==> config.mk <==
export PLATFORM = sky130hd
export DESIGN_NAME = input_conditioner_flat
export DESIGN_NICKNAME = d
export VERILOG_FILES = /design/src/rtl/input_conditioner_pkg.sv /design/src/rtl/input_conditioner_if.sv /design/src/rtl/input_conditioner_debounce_cell.sv /design/src/rtl/input_conditioner.sv /design/src/flat_wrapper.sv
export SDC_FILE = /design/constraint.sdc
export NUM_CORES = 1
export LEC_CHECK = 0
export ABC_AREA = 1
export ABC_CLOCK_PERIOD_IN_PS = 2600
export CAP_MARGIN = 20
export CELL_PAD_IN_SITES_DETAIL_PLACEMENT = 2
export CELL_PAD_IN_SITES_GLOBAL_PLACEMENT = 2
export CORE_UTILIZATION = 33
export DETAILED_ROUTE_END_ITERATION = 6
export PLACE_DENSITY_LB_ADDON = 0.1
export SLEW_MARGIN = 20
export SYNTH_ARGS = -nofsm -noshare
export SYNTH_HDL_FRONTEND = slang
export SYNTH_SLANG_ARGS = --single-unit
==> constraint.sdc <==
create_clock -name clk -period 2.6 [get_ports clk]
set_clock_uncertainty 0.15 [all_clocks]
set_input_delay 0.39 -clock clk [delete_from_list [all_inputs] [get_ports clk]]
set_output_delay 0.39 -clock clk [all_outputs]
set_load 0.005 [all_outputs]
==> src/rtl/input_conditioner_pkg.sv <==
// rtl/input_conditioner_pkg.sv - register map constants and byte-lane helper for input_conditioner
package input_cond_pkg;

    localparam logic [1:0] REG_LEVEL  = 2'd0;
    localparam logic [1:0] REG_EDGE   = 2'd1;
    localparam logic [1:0] REG_IRQ_EN = 2'd2;

    localparam int RELEASE_LSB = 8;
    localparam int SWITCH_LSB  = 16;

    // Core bus carries words in the opposite byte order to the register contents.
    function automatic logic [31:0] byteswap32(input logic [31:0] v);
        return {v[7:0], v[15:8], v[23:16], v[31:24]};
    endfunction

endpackage

==> src/rtl/input_conditioner_if.sv <==
// rtl/input_conditioner_if.sv - core data-bus slice seen by the input_conditioner register window
interface input_conditioner_if;
    logic        bus_lock;
    logic        memory_mode;
    logic [29:0] data_address;
    logic [3:0]  data_mask;
    logic [31:0] data_out;
    logic        sel;
    logic [31:0] rd_data;

    modport master (
        output bus_lock, memory_mode, data_address, data_mask, data_out,
        input  sel, rd_data
    );

    modport slave (
        input  bus_lock, memory_mode, data_address, data_mask, data_out,
        output sel, rd_data
    );
endinterface

==> src/rtl/input_conditioner_debounce_cell.sv <==
// rtl/input_conditioner_debounce_cell.sv - one-bit 2-flop synchroniser plus hold-time debouncer
module debounce_cell #(
    parameter int DEBOUNCE_CYCLES = 50000,
    parameter bit INVERT          = 1'b0
) (
    input  logic clk,
    input  logic sync_rst,
    input  logic pin,
    output logic stable
);
    localparam int              CW   = $clog2(DEBOUNCE_CYCLES);
    localparam logic [CW-1:0]   LAST = CW'(DEBOUNCE_CYCLES - 1);

    logic [1:0]    sync_q;
    logic          level;
    logic [CW-1:0] cnt;

    assign level = sync_q[1] ^ INVERT;

    // Counter restarts whenever the synchronised level matches the accepted one,
    // so only an unbroken run of DEBOUNCE_CYCLES differing samples is accepted.
    always_ff @(posedge clk) begin
        if (sync_rst) begin
            sync_q <= '0;
            cnt    <= '0;
            stable <= 1'b0;
        end else begin
            sync_q <= {sync_q[0], pin};
            if (level == stable) begin
                cnt <= '0;
            end else if (cnt == LAST) begin
                stable <= level;
                cnt    <= '0;
            end else begin
                cnt <= cnt + CW'(1);
            end
        end
    end
endmodule

==> src/rtl/input_conditioner.sv <==
// rtl/input_conditioner.sv - debounced buttons/switches register window with sticky edges and irq (INPUT_COND_RELEASE_EN adds release events)
module input_conditioner
    import input_cond_pkg::*;
#(
    parameter int          N_BUTTONS         = 4,
    parameter int          N_SWITCHES        = 9,
    parameter int          DEBOUNCE_CYCLES   = 50000,
    parameter int          BUTTON_ACTIVE_LOW = 1,
    parameter logic [29:0] BASE_WORD_ADDR    = 30'h1001
) (
    input  logic                  clk,
    input  logic                  sync_rst,
    input  logic                  clk_en,
    input  logic [N_BUTTONS-1:0]  push_buttons,
    input  logic [N_SWITCHES-1:0] switches,
    input_conditioner_if.slave    bus,
    output logic                  irq
);
    localparam logic [31:0] PRESS_BITS = 32'((64'd1 << N_BUTTONS) - 64'd1);
`ifdef INPUT_COND_RELEASE_EN
    localparam logic [31:0] VALID_BITS = PRESS_BITS | (PRESS_BITS << RELEASE_LSB);
`else
    localparam logic [31:0] VALID_BITS = PRESS_BITS;
`endif

    logic [N_BUTTONS-1:0]  btn_stable;
    logic [N_BUTTONS-1:0]  btn_prev;
    logic [N_SWITCHES-1:0] sw_stable;

    for (genvar i = 0; i < N_BUTTONS; i++) begin : g_btn
        debounce_cell #(
            .DEBOUNCE_CYCLES(DEBOUNCE_CYCLES),
            .INVERT         (BUTTON_ACTIVE_LOW != 0)
        ) u_cell (
            .clk     (clk),
            .sync_rst(sync_rst),
            .pin     (push_buttons[i]),
            .stable  (btn_stable[i])
        );
    end

    for (genvar i = 0; i < N_SWITCHES; i++) begin : g_sw
        debounce_cell #(
            .DEBOUNCE_CYCLES(DEBOUNCE_CYCLES),
            .INVERT         (1'b0)
        ) u_cell (
            .clk     (clk),
            .sync_rst(sync_rst),
            .pin     (switches[i]),
            .stable  (sw_stable[i])
        );
    end

    logic [29:0] addr_off;
    logic [1:0]  reg_idx;
    logic        bus_rd;
    logic        bus_wr;
    logic [31:0] wr_data;
    logic [31:0] wr_mask;
    logic [31:0] edge_q;
    logic [31:0] en_q;
    logic [31:0] edge_set;
    logic [31:0] edge_clr;
    logic [31:0] reg_rdata;
    logic [31:0] rd_q;

    // Wrapping subtraction gives a single compare for the 4-word window.
    assign addr_off = bus.data_address - BASE_WORD_ADDR;
    assign reg_idx  = addr_off[1:0];
    assign bus.sel  = (addr_off[29:2] == '0);
    assign bus_rd   = clk_en & bus.bus_lock & ~bus.memory_mode & bus.sel;
    assign bus_wr   = clk_en & bus.bus_lock &  bus.memory_mode & bus.sel;

    assign wr_data = byteswap32(bus.data_out);
    assign wr_mask = byteswap32({{8{bus.data_mask[3]}}, {8{bus.data_mask[2]}},
                                 {8{bus.data_mask[1]}}, {8{bus.data_mask[0]}}});

`ifdef INPUT_COND_RELEASE_EN
    assign edge_set = 32'(btn_stable & ~btn_prev) | (32'(~btn_stable & btn_prev) << RELEASE_LSB);
`else
    assign edge_set = 32'(btn_stable & ~btn_prev);
`endif
    assign edge_clr = (bus_wr && reg_idx == REG_EDGE) ? (wr_data & wr_mask) : '0;

    always_comb begin
        reg_rdata = '0;
        case (reg_idx)
            REG_LEVEL:  reg_rdata = 32'(btn_stable) | (32'(sw_stable) << SWITCH_LSB);
            REG_EDGE:   reg_rdata = edge_q;
            REG_IRQ_EN: reg_rdata = en_q;
            default:    reg_rdata = '0;
        endcase
    end

    // Edge capture and irq run every clk; only bus accesses honour clk_en.
    always_ff @(posedge clk) begin
        if (sync_rst) begin
            btn_prev <= '0;
            edge_q   <= '0;
            en_q     <= '0;
            rd_q     <= '0;
            irq      <= 1'b0;
        end else begin
            btn_prev <= btn_stable;
            edge_q   <= ((edge_q & ~edge_clr) | edge_set) & VALID_BITS;
            irq      <= |(edge_q & en_q);
            if (bus_wr && reg_idx == REG_IRQ_EN) begin
                en_q <= ((en_q & ~wr_mask) | (wr_data & wr_mask)) & VALID_BITS;
            end
            if (bus_rd) begin
                rd_q <= byteswap32(reg_rdata);
            end
        end
    end

    assign bus.rd_data = rd_q;
endmodule

==> src/flat_wrapper.sv <==
// flat-port wrapper written by rule: the top's interface ports become plain ports
module input_conditioner_flat import input_cond_pkg::*;
#(
    parameter int          N_BUTTONS         = 4,
    parameter int          N_SWITCHES        = 9,
    parameter int          DEBOUNCE_CYCLES   = 50000,
    parameter int          BUTTON_ACTIVE_LOW = 1,
    parameter logic [29:0] BASE_WORD_ADDR    = 30'h1001
)
  (clk, sync_rst, clk_en, push_buttons, switches, irq, bus_bus_lock, bus_memory_mode, bus_data_address, bus_data_mask, bus_data_out, bus_sel, bus_rd_data);
  input_conditioner_if bus_i ();
  input  logic clk;
  input  logic sync_rst;
  input  logic clk_en;
  input  logic [N_BUTTONS-1:0] push_buttons;
  input  logic [N_SWITCHES-1:0] switches;
  output logic irq;
  input wire logic [$bits(bus_i.bus_lock)-1:0] bus_bus_lock;
  input wire logic [$bits(bus_i.memory_mode)-1:0] bus_memory_mode;
  input wire logic [$bits(bus_i.data_address)-1:0] bus_data_address;
  input wire logic [$bits(bus_i.data_mask)-1:0] bus_data_mask;
  input wire logic [$bits(bus_i.data_out)-1:0] bus_data_out;
  output wire logic [$bits(bus_i.sel)-1:0] bus_sel;
  output wire logic [$bits(bus_i.rd_data)-1:0] bus_rd_data;
  assign bus_i.bus_lock = bus_bus_lock;
  assign bus_i.memory_mode = bus_memory_mode;
  assign bus_i.data_address = bus_data_address;
  assign bus_i.data_mask = bus_data_mask;
  assign bus_i.data_out = bus_data_out;
  assign bus_sel = bus_i.sel;
  assign bus_rd_data = bus_i.rd_data;
  input_conditioner #(.N_BUTTONS(N_BUTTONS), .N_SWITCHES(N_SWITCHES), .DEBOUNCE_CYCLES(DEBOUNCE_CYCLES), .BUTTON_ACTIVE_LOW(BUTTON_ACTIVE_LOW), .BASE_WORD_ADDR(BASE_WORD_ADDR)) u_core (.clk(clk), .sync_rst(sync_rst), .clk_en(clk_en), .push_buttons(push_buttons), .switches(switches), .bus(bus_i), .irq(irq));
endmodule
# Word-level counts from Yosys, hierarchy flattened
# Cells that the tools add are included.
[totals]
register_bits = 292
input_bits = 84
[classes]
n_addsub = 14
eq_ne = 28
mux = 2
bitwise_logic = 34
reduce_logical = 31
[op_table]
columns = ["operator", "n"]
rows = [
  ["16-bit by 1-bit adder with 16-bit output, second input constant", 13],
  ["16-bit equality test, second input constant", 13],
  ["25-bit case mux with 3 select lines", 1],
  ["3-bit OR reduction", 13],
  ["32-bit OR reduction", 1],
  ["30-bit by 13-bit subtractor with 30-bit output, second input constant", 1],
  ["28-bit logical NOT", 1],
  ["2-bit AND reduction", 13],
  ["4-bit by 25-bit bitwise OR with 25-bit output", 1],
  ["4-bit bitwise AND", 5],
  ["1-bit inverter", 18],
  ["1-bit equality test", 13],
  ["4-bit inverter", 3],
  ["4-bit bitwise OR", 2],
  ["1-bit bitwise AND", 5],
  ["4-bit two-way mux", 1],
  ["2-bit by 1-bit equality test with 1-bit output, second input constant", 1],
  ["2-bit equality test, second input constant", 1],
  ["1-bit logical AND", 2],
  ["2-bit logical NOT", 1],
]

# Depth between registers and ports, before layout
# Gate-level depths: netlist of run 1.
[logic_depth]
ltp_word = 8
depth_mapped = 17
depth_no_buf = 15

# By module
# Synthesis of run 1 repeated with hierarchy kept, for this count alone.
[unflattened]
hier_cells = 2113
area_unflattened_um2 = 14342.5
[modules_own_cells]
columns = ["module", "instances", "cells_each", "area_per_inst_um2", "seq_area_each_um2"]
rows = [
  ["debounce_cell at u_core.g_sw[0].u_cell ...", 9, 132, 922.1, 380.4],
  ["debounce_cell at u_core.g_btn[0].u_cell ...", 4, 134, 969.7, 380.4],
  ["input_conditioner", 1, 389, 2164.6, 520.5],
]

# Least setup slack after synthesis of run 1
# OpenSTA, ideal clock, no wires.
[synth_timing]
path_kind = "in2out"
start = "input bus_data_address[12]"
end = "output bus_sel"
arrival_time_ns = 1.691
required_time_ns = 2.060
setup_slack_ns = 0.369
stages = 14
cell_sequence = "buf_2 -> nand2_1 -> nand2_1 -> nor2_2 -> nand2_1 -> nor2_1 -> nand2_1 -> nand2_1 -> nand2_1 -> nor2_1 -> nand2_1 -> nor2_4 -> and2_1 -> buf_2"
[synth_via]
elab_chain_len = 2
[synth_rtl]
columns = ["element", "line_no", "rtl"]
rows = [
  ["start, declared", "flat_wrapper.sv:20", "input wire logic [$bits(bus_i.data_address)-1:0] bus_data_address;"],
  ["30-bit by 13-bit subtractor with 30-bit output", "input_conditioner.sv:68", "assign addr_off = bus.data_address - BASE_WORD_ADDR;"],
  ["28-bit logical NOT", "input_conditioner.sv:70", "assign bus.sel = (addr_off[29:2] == '0);"],
  ["end, declared", "flat_wrapper.sv:23", "output wire logic [$bits(bus_i.sel)-1:0] bus_sel;"],
]
# No other way between the ends.

# Final worst setup path of run 1
[layout_timing]
start = "input bus_data_address[9]"
end = "output bus_sel"
# The elaborated chain is that of the path after synthesis.

==> impl_metrics.json, run 1 <==
{
  "cp.required_ns": 2.06,
  "cellLeakagePower_uw": 0.005859,
  "drv_cap": 0,
  "period_needed_ns": 2.585,
  "tightest_slew_ns": 0.7252,
  "ys_async_sr_fraction_pct": 0,
  "finalSetupViolations": 0,
  "worstSetupPathType": "in2out",
  "ios": 118,
  "p_per_area_nw_per_um2": 609.6,
  "area.growth.synth_to_final_pct": 25.09,
  "synth_edf_count": 0,
  "vias": 11613,
  "gp_congestion": 0.8161,
  "cts_tree": "built",
  "startpoint_type": "input port",
  "final_nets": 1988,
  "grt_remaining_overflow": 0,
  "synth_largest_area_cell": "dfxtp_1",
  "cp.arrival_ns": 2.04,
  "final_hold_viol_count": 0,
  "power.switching_uw": 2093,
  "vias_per_cell": 4.879,
  "syn-instance-count": 1722,
  "setup_ws_ns": 0.01529,
  "drt_first_pass_iters": 4,
  "grt_pass1_wl_um": 60240,
  "dp_slack_ns": -0.7148,
  "ys_seq_area_share_pct": 44.65,
  "yosys_warnings": 0,
  "grt_pass1_vias": 12746,
  "holdBufCountCts": 0,
  "status": "finished clean",
  "max_freq_mhz": 386.9,
  "antenna-diode-count": 0,
  "synth-seq-cells": 273,
  "cp-end-kind": "output pin",
  "synth_cell_types": 48,
  "syn_avg_cell_area_sq_um": 7.108,
  "die_x_um": 194.6,
  "cts_buffer_depth": 3,
  "clock-sinks": 273,
  "grt_max_degree": 31,
  "synth-main-ff-cell": "dfxtp_1",
  "ir_drop_v": 0.0003910,
  "chipHeight_um": 194.6,
  "final-max-slew-violation-count": 0,
  "hpwl_um": 26000,
  "netlist_area_sq_um": 12240,
  "p_int_uw": 7241,
  "wirelength_um": 36370,
  "synthTopCellsByArea": "dfxtp_1 (45%), nor2_1 (9.2%), nand2_1 (8.6%), inv_1 (8.4%), a21oi_1 (4.5%)",
  "cp_max_fo": 6,
  "drt-initial-drc-count": 253,
  "slew_headroom_pct": 51.44,
  "clk_latency_ns": 0.53,
  "finalCritPeriodShare_pct": 99.41,
  "p_seq_share_pct": 45.5,
  "swShare_pct": 22.43,
  "placed_area_sq_um": 13890,
  "numCtsBuffers": 34,
  "start_util_pct": 33.51,
  "drive_gt1_share_pct": 13.70,
  "p_clk_share_pct": 49.8,
  "final_cell_mix": "nor2_1 (278), dfxtp_1 (273), inv_1 (267), nand2_1 (258), a21oi_1 (109)",
  "ant_nets": 0,
  "power_frac_comb_pct": 4.7,
  "yosysTopAreaCellShare_pct": 44.65,
  "antenna_found_initial": 0,
  "core.rowCount": 70,
  "stdcell_area_sq_um": 15310,
  "holdCritPathClass": "in2reg",
  "cts_htree_levels": 2,
  "cts.clk_slew.worst_paths_ns": 0.06,
  "layout_commonest_cell": "nor2_1",
  "cts-root-buf": "clkbuf_16",
  "grt_usage_pct": 19.05,
  "fp.coreArea_sq_um": 36520,
  "die-area_sq_um": 37870,
  "port_buffers": 67,
  "wl_per_cell_um": 15.28,
  "finalPower_uw": 9334,
  "drcViolationCount": 0
}
path summary, 6_finish.rpt:
kind	from	endpoint	slack, ns	cells after the start
worst max-delay path	bus_data_address[9]	bus_sel	0.02	14
worst min-delay path	sync_rst	u_core.g_btn[2].u_cell.cnt[12]	0.19	6
worst max register to register	u_core.g_sw[7].u_cell.cnt[0]	u_core.g_sw[7].u_cell.cnt[14]	0.28	11
worst min register to register	u_core.g_sw[8].u_cell.sync_q[0]	u_core.g_sw[8].u_cell.sync_q[1]	0.26	2
per-layer routing:
metal	part of all wire [%]	vias up	track usage, %
li1	-	5809	-
met1	45	5654	22.56
met2	51	100	35.18
met3	2.7	50	3.210
met4	1.8	0	5.026
met5	0	-	0
metrics by stage:
step | hold slack, ns | util [%] | cells | TNS (ns)
floorplan | 0.2383 | - | 1740 | 0
global placement | 0.2438 | 38.03 | 2304 | -6.460
detailed placement | 0.2531 | 38.03 | 2304 | -7.752
CTS | 0.1840 | 41.55 | 2373 | 0
global route | 0.2270 | 41.93 | 2380 | -0.09644
finish | 0.1881 | 41.93 | 2380 | 0
sequential cells by signal, indices dropped and copies added (netlist names), named ones only:
name                        cells
u_core.btn_prev                 4
u_core.bus.rd_data             13
u_core.edge_q                   4
u_core.g_btn.u_cell.cnt        64
u_core.g_btn.u_cell.stable      4
u_core.g_btn.u_cell.sync_q      8
u_core.g_sw.u_cell.cnt        144
u_core.g_sw.u_cell.stable       9
u_core.g_sw.u_cell.sync_q      18
u_core.irq                      1
power by group through the flow:
stage | logic (uW) | registers (uW) | clock network (uW)
after CTS | 426 | 4240 | 4820
after detailed placement | 410 | 4340 | 0
final | 443 | 4250 | 4650
after global placement | 396 | 4330 | 0
after global routing | 492 | 4250 | 4960
after floorplan | 198 | 4330 | 0
repair_timing:
action / 4_1_cts / 5_1_grt
pin swaps: 45 / 41
setup endpoints to repair: 1 / 6
resized for setup: 120 / 70
setup buffers: 12 / 7
cell type report:
| class | instances | area [sq um] |
|---|---|---|
| clock buffers | 52 | 999.7 |
| clock inverters | 5 | 81.33 |
| fillers | 4327 | 21210 |
| inverters | 279 | 1047 |
| multi-input cells | 1145 | 5854 |
| flip-flops and latches | 273 | 5465 |
| well taps | 468 | 585.6 |
| repair buffers | 158 | 1279 |
cells by family after synthesis:
logic type      Yosys count  synth area share, %
fa+ha+maj                13                1.329
buf+inv                 322                10.58
compound gates          196                8.678
flops                   273                44.65
other cells               1              0.03064
simple gates            881                32.16
xor+xnor                 36                2.576
worst max-delay path, stage by stage:
cell and delay [ns]:
dlygate4sd2_1 0.24, inv_2 0.10, nand2_1 0.07, nor2_1 0.16
nand2_2 0.11, nand2_4 0.13, nand2_2 0.07, nand2_1 0.09
nand2_1 0.07, nor2_1 0.13, nand2_1 0.09, nor2_2 0.13
and2_4 0.16, buf_2 0.11
cells in the mapped netlist, types with 2 or more instances:
cell type and n:
dfxtp_1 273, a31oi_1 9, o211ai_1 2, nor2_1 301
nor2_2 5, nand4_1 34, ha_1 13, a21oi_1 111
inv_1 275, nor3_1 91, buf_4 20, nand2_1 280
o21ai_0 44, xor2_1 25, or2_2 10, nor4_1 32
nor3_2 3, nand3_1 76, and2_1 2, clkbuf_1 18
and3_1 10, o21a_1 11, o21ai_1 4, buf_2 3
a211oi_1 5, inv_2 2, clkinv_1 2, nor2_4 2
o22ai_1 4, nor3b_1 27, xnor2_1 11
No activity file was read; power rests on OpenSTA's default activity.
==> run 2, diff against run 1 <==
--- a/config.mk
+++ b/config.mk
@@ -12,6 +12,7 @@
 export CELL_PAD_IN_SITES_GLOBAL_PLACEMENT = 2
 export CORE_UTILIZATION = 33
 export DETAILED_ROUTE_END_ITERATION = 6
+export GPL_ROUTABILITY_DRIVEN = 1
 export PLACE_DENSITY_LB_ADDON = 0.1
 export SLEW_MARGIN = 20
 export SYNTH_ARGS = -nofsm -noshare
==> results of run 2 <==
No change in the layout: final DEF, timing and power equal those of run 1.
==> run 3, diff against run 2 <==
--- a/config.mk
+++ b/config.mk
@@ -14,6 +14,7 @@
 export DETAILED_ROUTE_END_ITERATION = 6
 export GPL_ROUTABILITY_DRIVEN = 1
 export PLACE_DENSITY_LB_ADDON = 0.1
+export SKIP_LAST_GASP = 1
 export SLEW_MARGIN = 20
 export SYNTH_ARGS = -nofsm -noshare
 export SYNTH_HDL_FRONTEND = slang
==> impl_metrics.json, run 3 (synthesis gave the netlist of run 1 again) <==
{
  "p_per_area_nw_per_um2": 609.7,
  "final_hold_viol_count": 0,
  "cts.clk_slew.worst_paths_ns": 0.06,
  "cp_max_fo": 6,
  "clock-sinks": 273,
  "r2r-start": "u_core.g_sw[0].u_cell.cnt[0]",
  "period_needed_ns": 2.585,
  "setup.worst_path.start": "bus_data_address[9]",
  "hpwl_um": 26000,
  "clk_latency_ns": 0.53,
  "cellLeakagePower_uw": 0.005859,
  "top_register": "u_core.g_sw.u_cell.cnt",
  "drcViolationCount": 0,
  "drive_gt1_share_pct": 13.65,
  "layout_commonest_cell": "nor2_1",
  "cts-root-buf": "clkbuf_16",
  "worstSetupPathType": "in2out",
  "setup_ws_ns": 0.01529,
  "path_cells": "dlygate4sd2_1 -> inv_2 -> nand2_1 -> nor2_1 -> nand2_2 -> nand2_4 -> nand2_2 -> nand2_1 -> nand2_1 -> nor2_1 -> nand2_1 -> nor2_2 -> and2_4 -> buf_2",
  "dp_slack_ns": -0.7148,
  "slew_headroom_pct": 51.44,
  "chipHeight_um": 194.6,
  "hp-start": "sync_rst",
  "finalSetupViolations": 0,
  "multiInputGateArea_sq_um": 5852,
  "grt_pass1_vias": 12746,
  "area.growth.synth_to_final_pct": 25.07,
  "cp.arrival_ns": 2.04,
  "final-max-slew-violation-count": 0,
  "ios": 118,
  "grt_remaining_overflow": 0,
  "setup-tns-final_ns": 0,
  "rsz0062_at_grt": "yes",
  "antenna_found_initial": 0,
  "grt_usage_pct": 19.05,
  "cts_htree_levels": 2,
  "tightest_slew_ns": 0.7252,
  "reg_top3": "u_core.g_sw.u_cell.cnt (144), u_core.g_btn.u_cell.cnt (64), u_core.g_sw.u_cell.sync_q (18)",
  "ir_drop_v": 0.0003910,
  "grt_max_degree": 31,
  "max_freq_mhz": 386.9,
  "wirelength_um": 36370,
  "antenna-diode-count": 0,
  "drt-initial-drc-count": 253,
  "largest_register_ffs": 144,
  "core.rowCount": 70,
  "start_util_pct": 33.51,
  "crit_top_cell": "nand2_1",
  "cts_buffer_depth": 3,
  "vias": 11613,
  "numCtsBuffers": 34,
  "wl_per_cell_um": 15.28,
  "vias_per_cell": 4.879,
  "port_buffers": 67,
  "gp_congestion": 0.8161,
  "fillerInstances": 4328,
  "die-area_sq_um": 37870,
  "slowest_delay_ns": 0.24,
  "fp.coreArea_sq_um": 36520,
  "status": "finished clean",
  "final_cell_mix": "nor2_1 (279), dfxtp_1 (273), inv_1 (267), nand2_1 (258), a21oi_1 (109)",
  "holdBufCountCts": 0,
  "finalCritPeriodShare_pct": 99.41,
  "cp-end-kind": "output pin",
  "drv_cap": 0,
  "drt_first_pass_iters": 4,
  "seq_area_sq_um": 5465,
  "cp.required_ns": 2.06,
  "ant_nets": 0,
  "die_x_um": 194.6,
  "startpoint_type": "input port",
  "final_nets": 1988,
  "grt_pass1_wl_um": 60240,
  "slowest_stage": "dlygate4sd2_1",
  "cts_tree": "built",
  "holdCritPathClass": "in2reg"
}
[run 3: cell counts in the layout (fill, tap and decap cells not counted)]
No cell type changed its count.
[run 3: what timing repair did]
action,in CTS,in global routing
setup buffers,12,7
hold endpoints to repair,0,0
endpoints found under the setup margin,1,6
resized for setup,120,69
pin swaps,45,41
[run 3: final timing paths]
path | endpoint | slack [ns] | cells past startpoint
max | bus_sel | 0.02 | 14
min | u_core.g_btn[2].u_cell.cnt[12] | 0.19 | 6
max reg2reg | u_core.g_sw[0].u_cell.cnt[14] | 0.27 | 12
min reg2reg | u_core.g_sw[8].u_cell.sync_q[1] | 0.26 | 2
[run 3: report_power, final]
part           internal (uW)  leakage [uW]  switching, uW
clock                   2840      0.000524           1810
combinational            182       0.00313            262
sequential              4220       0.00221           22.6
[run 3: worst max-delay path, delay by kind of cell]
family,cells,cell delay [ns]
AND/OR/NAND/NOR,11,1.21
buffers and inverters,3,0.45
[run 3: layout make-up]
cell class	count	share of cell area, %
Inverter	279	6.840
Timing Repair Buffer	158	8.352
Sequential cell	273	35.70
Tap cell	468	3.825
Clock buffer	52	6.530
Clock inverter	5	0.5312
Multi-Input combinational cell	1145	38.22
[run 3: per-stage QoR]
| step | hold slack (ns) | utilization (%) | instance area, sq um | power (uW) | std cells |
|---|---|---|---|---|---|
| CTS | 0.1840 | 41.55 | 15180 | 9487 | 2373 |
| floorplan | 0.2383 | - | 12310 | 4528 | 1740 |
| finish | 0.1881 | 41.92 | 15310 | 9334 | 2380 |
| global route | 0.2270 | 41.92 | 15310 | 9703 | 2380 |
| global placement | 0.2438 | 38.03 | 13890 | 4731 | 2304 |
| detailed placement | 0.2531 | 38.03 | 13890 | 4747 | 2304 |
[run 3: per-layer routing]
| metal | share of wire, % | up-vias | GRT usage, % |
|---|---|---|---|
| met4 | 1.8 | 0 | 5.026 |
| met2 | 51 | 100 | 35.18 |
| met5 | 0 | - | 0 |
| met3 | 2.7 | 50 | 3.210 |
| li1 | - | 5809 | - |
| met1 | 45 | 5654 | 22.56 |
==> RTL edit 1: new RTL, flow settings as in run 1 <==
Build with the macro `INPUT_COND_RELEASE_EN` defined.
--- a/src/rtl/input_conditioner.sv
+++ b/src/rtl/input_conditioner.sv
@@ -1,4 +1,6 @@
 // rtl/input_conditioner.sv - debounced buttons/switches register window with sticky edges and irq (INPUT_COND_RELEASE_EN adds release events)
+`define INPUT_COND_RELEASE_EN
+
 module input_conditioner
     import input_cond_pkg::*;
 #(
Check against the original RTL: not equivalent (a bounded check fails within 4 cycles, from zero or initial values and one cycle with sync_rst high).
==> RTL edit 1 against run 1 <==
The run now ends with negative setup slack left. Sequential cell count grew 12. Sequential share of layout area shrank 0.67 points. Wire length grew 12%. Via count grew 6.7%. Power grew 5.3%. Clock power grew 5.4%. Cell area grew 6.4%. Combinational power grew 13%. Setup slack lost 160 ps. Synthesized area grew 4.9%. First-iteration DRC count shrank 7.1%.
==> RTL edit 1: results (changes against run 1) <==
INFO  metric status = complete, but fails checks
INFO  metric failed_checks = negative setup slack
INFO  metric portBuffers = 76 (+13%)
INFO  metric path_max_fanout = 5 (-1)
INFO  metric grt_start_max_net_pins = 40 (+29%)
INFO  metric worst_path_dominant_cell_family = simple AND/OR/NAND/NOR gates
INFO  metric first_global_vias = 13280 (+4.2%)
INFO  metric postLayoutSetupSlackWorst = -141.0 ps (-156.3 ps)
INFO  metric grtUsageMet1 = 22.81% (+0.25 points)
INFO  metric finalNetCount = 2068 (+4.0%)
INFO  metric crit_path_top_delay_cell = nor4_2
INFO  metric power.static_leakage = 6.098 nW (+4.1%)
INFO  metric seq_area_frac_synth = 44.44% (-0.21 points)
INFO  metric worst_ir_drop_vdd = 398.0 uV (+1.8%)
INFO  metric fillerInstances = 4428 (+2.3%)
INFO  metric slew_headroom = 32.18% (-19 points)
INFO  metric cts_inserted_buffers = 37 (+8.8%)
INFO  metric post_synth_main_area_contributors = dfxtp_1 44%, inv_1 8.3%, nor2_1 8.0%
INFO  metric dpl.hpwl = 28750 um (+11%)
INFO  metric use_met3 = 3.882% (+0.67 points)
INFO  metric drtIter0Drc = 235 (-7.1%)
INFO  metric synth.cells.most_frequent = 285 x dfxtp_1, 283 x inv_1, 272 x nor2_1
INFO  metric gr-usage-met2 = 37.79% (+2.6 points)
INFO  metric antenna_violations_before_repair = 2 (+2)
INFO  metric instance_area_at_placement = 0.01473 mm2 (+6.1%)
INFO  metric grt_util_all_layers = 20.10% (+1.0 points)
INFO  metric final-setup-viol-count = 1 (+1)
INFO  metric netlist-cell-type-count = 46 (-4.2%)
INFO  metric viasPerCell = 4.939 (+1.2%)
INFO  metric place.gp.congestion = 0.7794 (-4.5%)
INFO  metric cp_data_arrival_time = 2200 ps (+160 ps)
[RTL edit 1: metal layers]
metal  up-vias  part of all wire (%)
li1       6145                     -
met1      6039                    43
met2       138                    51
met3        66                   3.6
met4         4                   2.1
met5         -                 0.064
[RTL edit 1: worst paths after layout]
kind / startpoint / to / slack, ps / depth (start not counted)
worst min register to register: u_core.g_btn[0].u_cell.sync_q[0] / u_core.g_btn[0].u_cell.sync_q[1] / 250 / 2
worst max register to register: u_core.g_sw[3].u_cell.cnt[0] / u_core.g_sw[3].u_cell.cnt[15] / 210 / 10
worst max-delay path: bus_data_address[1] / bus_sel / -140 / 13
worst min-delay path: sync_rst / u_core.g_sw[6].u_cell.sync_q[1] / 80 / 2
[RTL edit 1: area by class of cell]
type,instances,share of cell area [%]
multi-input cells,1175,37.56
inverters,284,6.544
well taps,511,3.925
clock buffers,58,6.851
flip-flops and latches,285,35.02
repair buffers,188,9.770
clock inverters,8,0.3303
[RTL edit 1: cells by family after synthesis]
group	count (synthesis)	synth area share, %
buffers and inverters	330	10.33
DFF	285	44.44
other	1	0.02921
xor gates and xnor gates	29	1.978
and+or+nand+nor	874	31.36
AOI/OAI and AO/OA	244	10.59
adders and majority gates	13	1.267
[RTL edit 1: repair_timing]
item	in CTS	in global routing
pin swaps	36	22
resized for setup	111	42
endpoints found under the setup margin	33	28
buffers inserted	20	3
[RTL edit 1: worst reg2reg max path, cell delays in order (launching register included)]
cell,delay [ps]
dfxtp_1,330
ha_1,250
nand2_1,120
nor2_1,60
inv_1,90
nor2_1,70
nand3_1,140
nand4_1,460
inv_1,390
o21ai_0,150
a21oi_1,130
[RTL edit 1: through the flow]
| step | hold slack [ps] | setup slack [ps] | setup TNS [ps] | util, % | std cells |
|---|---|---|---|---|---|
| final | 78.81 | -141.0 | -141.0 | 42.95 | 2509 |
| after global routing | 63.16 | -203.3 | -1148 | 42.95 | 2509 |
| after CTS | 42.69 | 28.79 | 0 | 42.55 | 2506 |
| after detailed placement | 250.5 | -783.1 | -21420 | 38.84 | 2420 |
| after global placement | 243.3 | -684.6 | -16510 | 38.84 | 2420 |
| after floorplan | 238.3 | 450.9 | 0 | - | 1790 |
[RTL edit 1: report_power, final]
| group | leakage, nW | switching (W) | total [W] | internal (W) |
|---|---|---|---|---|
| Combinational | 3.22 | 0.000289 | 0.000500 | 0.000211 |
| Clock | 0.576 | 0.00195 | 0.00490 | 0.00295 |
| Sequential | 2.30 | 0.0000217 | 0.00443 | 0.00441 |
| Total | 6.10 | 0.00226 | 0.00982 | 0.00756 |
==> RTL edit 2: new RTL, config.mk and constraints of run 1 <==
Without the edit above. Put one more register stage on the output `irq`, without a reset. The value now appears one clock later. The other outputs are not delayed to match.
--- a/src/rtl/input_conditioner.sv
+++ b/src/rtl/input_conditioner.sv
@@ -17,6 +17,8 @@
     output logic                  irq
 );
     localparam logic [31:0] PRESS_BITS = 32'((64'd1 << N_BUTTONS) - 64'd1);
+
+    logic irq_s0;
 `ifdef INPUT_COND_RELEASE_EN
     localparam logic [31:0] VALID_BITS = PRESS_BITS | (PRESS_BITS << RELEASE_LSB);
 `else
@@ -99,11 +101,11 @@
             edge_q   <= '0;
             en_q     <= '0;
             rd_q     <= '0;
-            irq      <= 1'b0;
+            irq_s0   <= 1'b0;
         end else begin
             btn_prev <= btn_stable;
             edge_q   <= ((edge_q & ~edge_clr) | edge_set) & VALID_BITS;
-            irq      <= |(edge_q & en_q);
+            irq_s0   <= |(edge_q & en_q);
             if (bus_wr && reg_idx == REG_IRQ_EN) begin
                 en_q <= ((en_q & ~wr_mask) | (wr_data & wr_mask)) & VALID_BITS;
             end
@@ -114,5 +116,9 @@
     end
 
     assign bus.rd_data = rd_q;
+    always_ff @(posedge clk) begin
+        irq <= irq_s0;
+    end
+
 endmodule
 
Function: same outputs for any inputs over 4 cycles, from zero or initial values and one cycle with sync_rst high; that may be too few to reach the edited logic, so the function may still have changed.
==> RTL edit 2 against run 1 <==
The flow now finishes with violations (negative setup slack). Sequential cell count grew 1. Sequential power is essentially flat. Wire length grew 14%. Register-to-register slack lost 60 ps. Synthesized area grew 1.6%. Cell area grew 4.5%. Setup slack lost 410 ps. Power shrank 3.9%. Critical path depth grew 8. Synthesized cell count grew 1.3%.
==> RTL edit 2: results (changes against run 1) <==
INFO  metric status = complete, but fails checks
INFO  metric failed_checks = negative setup slack
INFO  metric antenna_violations_before_repair = 3 (+3)
INFO  metric netlist-cell-type-count = 45 (-6.3%)
INFO  metric cts_inserted_buffers = 31 (-8.8%)
INFO  metric p_comb = 0.000546 W (+23%)
INFO  metric postCtsResizedCells = 180 (+50%)
INFO  metric ctsRootBufferMaster = clkbuf_16
INFO  metric placement.setup.worst_slack = -848.6 ps (-133.8 ps)
INFO  metric dr_total_vias = 12210 (+5.1%)
INFO  metric grtUsageMet1 = 23.62% (+1.1 points)
INFO  metric place.gp.congestion = 0.8231 (+0.86%)
INFO  metric postLayoutSetupSlackWorst = -397.3 ps (-412.6 ps)
INFO  metric synth_compound_gate_area_share = 9.259% (+0.58 points)
INFO  metric grt_pass1_wl = 65150 um (+8.1%)
INFO  metric worst_skew_pair.late_latency = 560 ps (+30 ps)
INFO  metric final_layout_size_suffix_gt1_share = 17.13% (+3.4 points)
INFO  metric seq_area_frac_synth = 44.12% (-0.53 points)
INFO  metric report.power.total = 0.008966 W (-3.9%)
INFO  metric finalNetCount = 2047 (+3.0%)
INFO  metric path_max_fanout = 8 (+2)
INFO  metric power.static_leakage = 5.970 nW (+1.9%)
INFO  metric tightest_slew = 732.2 ps (+6.940 ps)
INFO  metric cts.repair_timing.setup_buffer_count = 44 (+32)
INFO  metric dpl.hpwl = 27060 um (+4.1%)
INFO  metric gr-usage-met2 = 38.22% (+3.0 points)
INFO  metric drtIter0Drc = 292 (+15%)
INFO  metric post_synth_main_area_contributors = dfxtp_1 44%, nor2_1 9.2%, nand2_1 8.5%
INFO  metric use_met3 = 3.146% (-0.064 points)
INFO  metric final-setup-viol-count = 5 (+5)
INFO  metric wire_per_inst = 16.79 um (+9.9%)
INFO  metric htreeDepth = 1 (-1)
INFO  metric seq-power = 0.00426 W (about the same)
INFO  metric synth-xor-area-share = 2.395% (-0.18 points)
INFO  metric synth.cells.most_frequent = 304 x nor2_1, 283 x nand2_1, 274 x dfxtp_1
INFO  metric grt_util_all_layers = 20.46% (+1.4 points)
INFO  metric ys_async_sr_fraction = 0% (unchanged)
INFO  metric ys.flop_type = dfxtp_1
INFO  metric worst_ir_drop_vdd = 418.2 uV (+7.0%)
INFO  metric first_global_vias = 13450 (+5.5%)
INFO  metric synth_fa_ha_area_share = 1.308% (-0.020 points)
INFO  metric fillerInstances = 4280 (-1.1%)
INFO  metric ys.warnings.count = 0 (unchanged)
INFO  metric grt_start_max_net_pins = 32 (+3.2%)
INFO  metric cp_data_arrival_time = 3330 ps (+1290 ps)
INFO  metric switchingPower = 0.002074 W (-0.92%)
## RTL edit 2: per-layer routing
metal  share of wire [%]  vias up
met5                   0        -
met4                 3.5        0
met3                 2.4       87
met2                  51      135
met1                  43     5987
li1                    -     5996
## RTL edit 2: critical path, stage by stage
cell      delay (ps)
clkbuf_4         160
nor2_4           120
nand2_2           80
buf_4            140
nor2_1           160
nand2_1          140
nand2_1          140
buf_4            140
nand2_1           70
nand3b_1         230
nor2_2           270
buf_4            150
buf_4             90
buf_4            100
buf_4             90
buf_4             90
buf_4            110
buf_4            110
nand4_4          150
nand2_1          150
nand2_1           90
nor2_1           150
## RTL edit 2: path summary, 6_finish.rpt
check / from / end / slack [ps] / cells after the start
setup reg to reg: u_core.g_sw[8].u_cell.cnt[0] / u_core.g_sw[8].u_cell.cnt[14] / 220 / 11
hold / removal: sync_rst / u_core.g_btn[3].u_cell.sync_q[0] / 180 / 3
hold reg to reg: u_core.irq_s0 / u_core.irq / 190 / 0
setup / recovery: bus_data_address[9] / flop / -400 / 22
## RTL edit 2: final cells by class
class / instances / area share, %
clock buffer: 46 / 5.577
clock inverter: 4 / 0.2816
sequential: 274 / 34.29
inverter: 264 / 6.195
multi-input combinational: 1179 / 39.46
antenna: 3 / 0.04693
tap: 504 / 3.942
timing repair buffer: 200 / 10.21
## RTL edit 2: metrics by stage
step | util, % | setup TNS, ps | std cells | area [um2]
finish | 43.38 | -1563 | 2474 | 16000
floorplan | - | 0 | 1762 | 12500
global route | 43.38 | -1832 | 2474 | 16000
detailed placement | 38.48 | -11010 | 2374 | 14190
CTS | 42.44 | -46.41 | 2467 | 15650
global placement | 38.48 | -9377 | 2374 | 14190
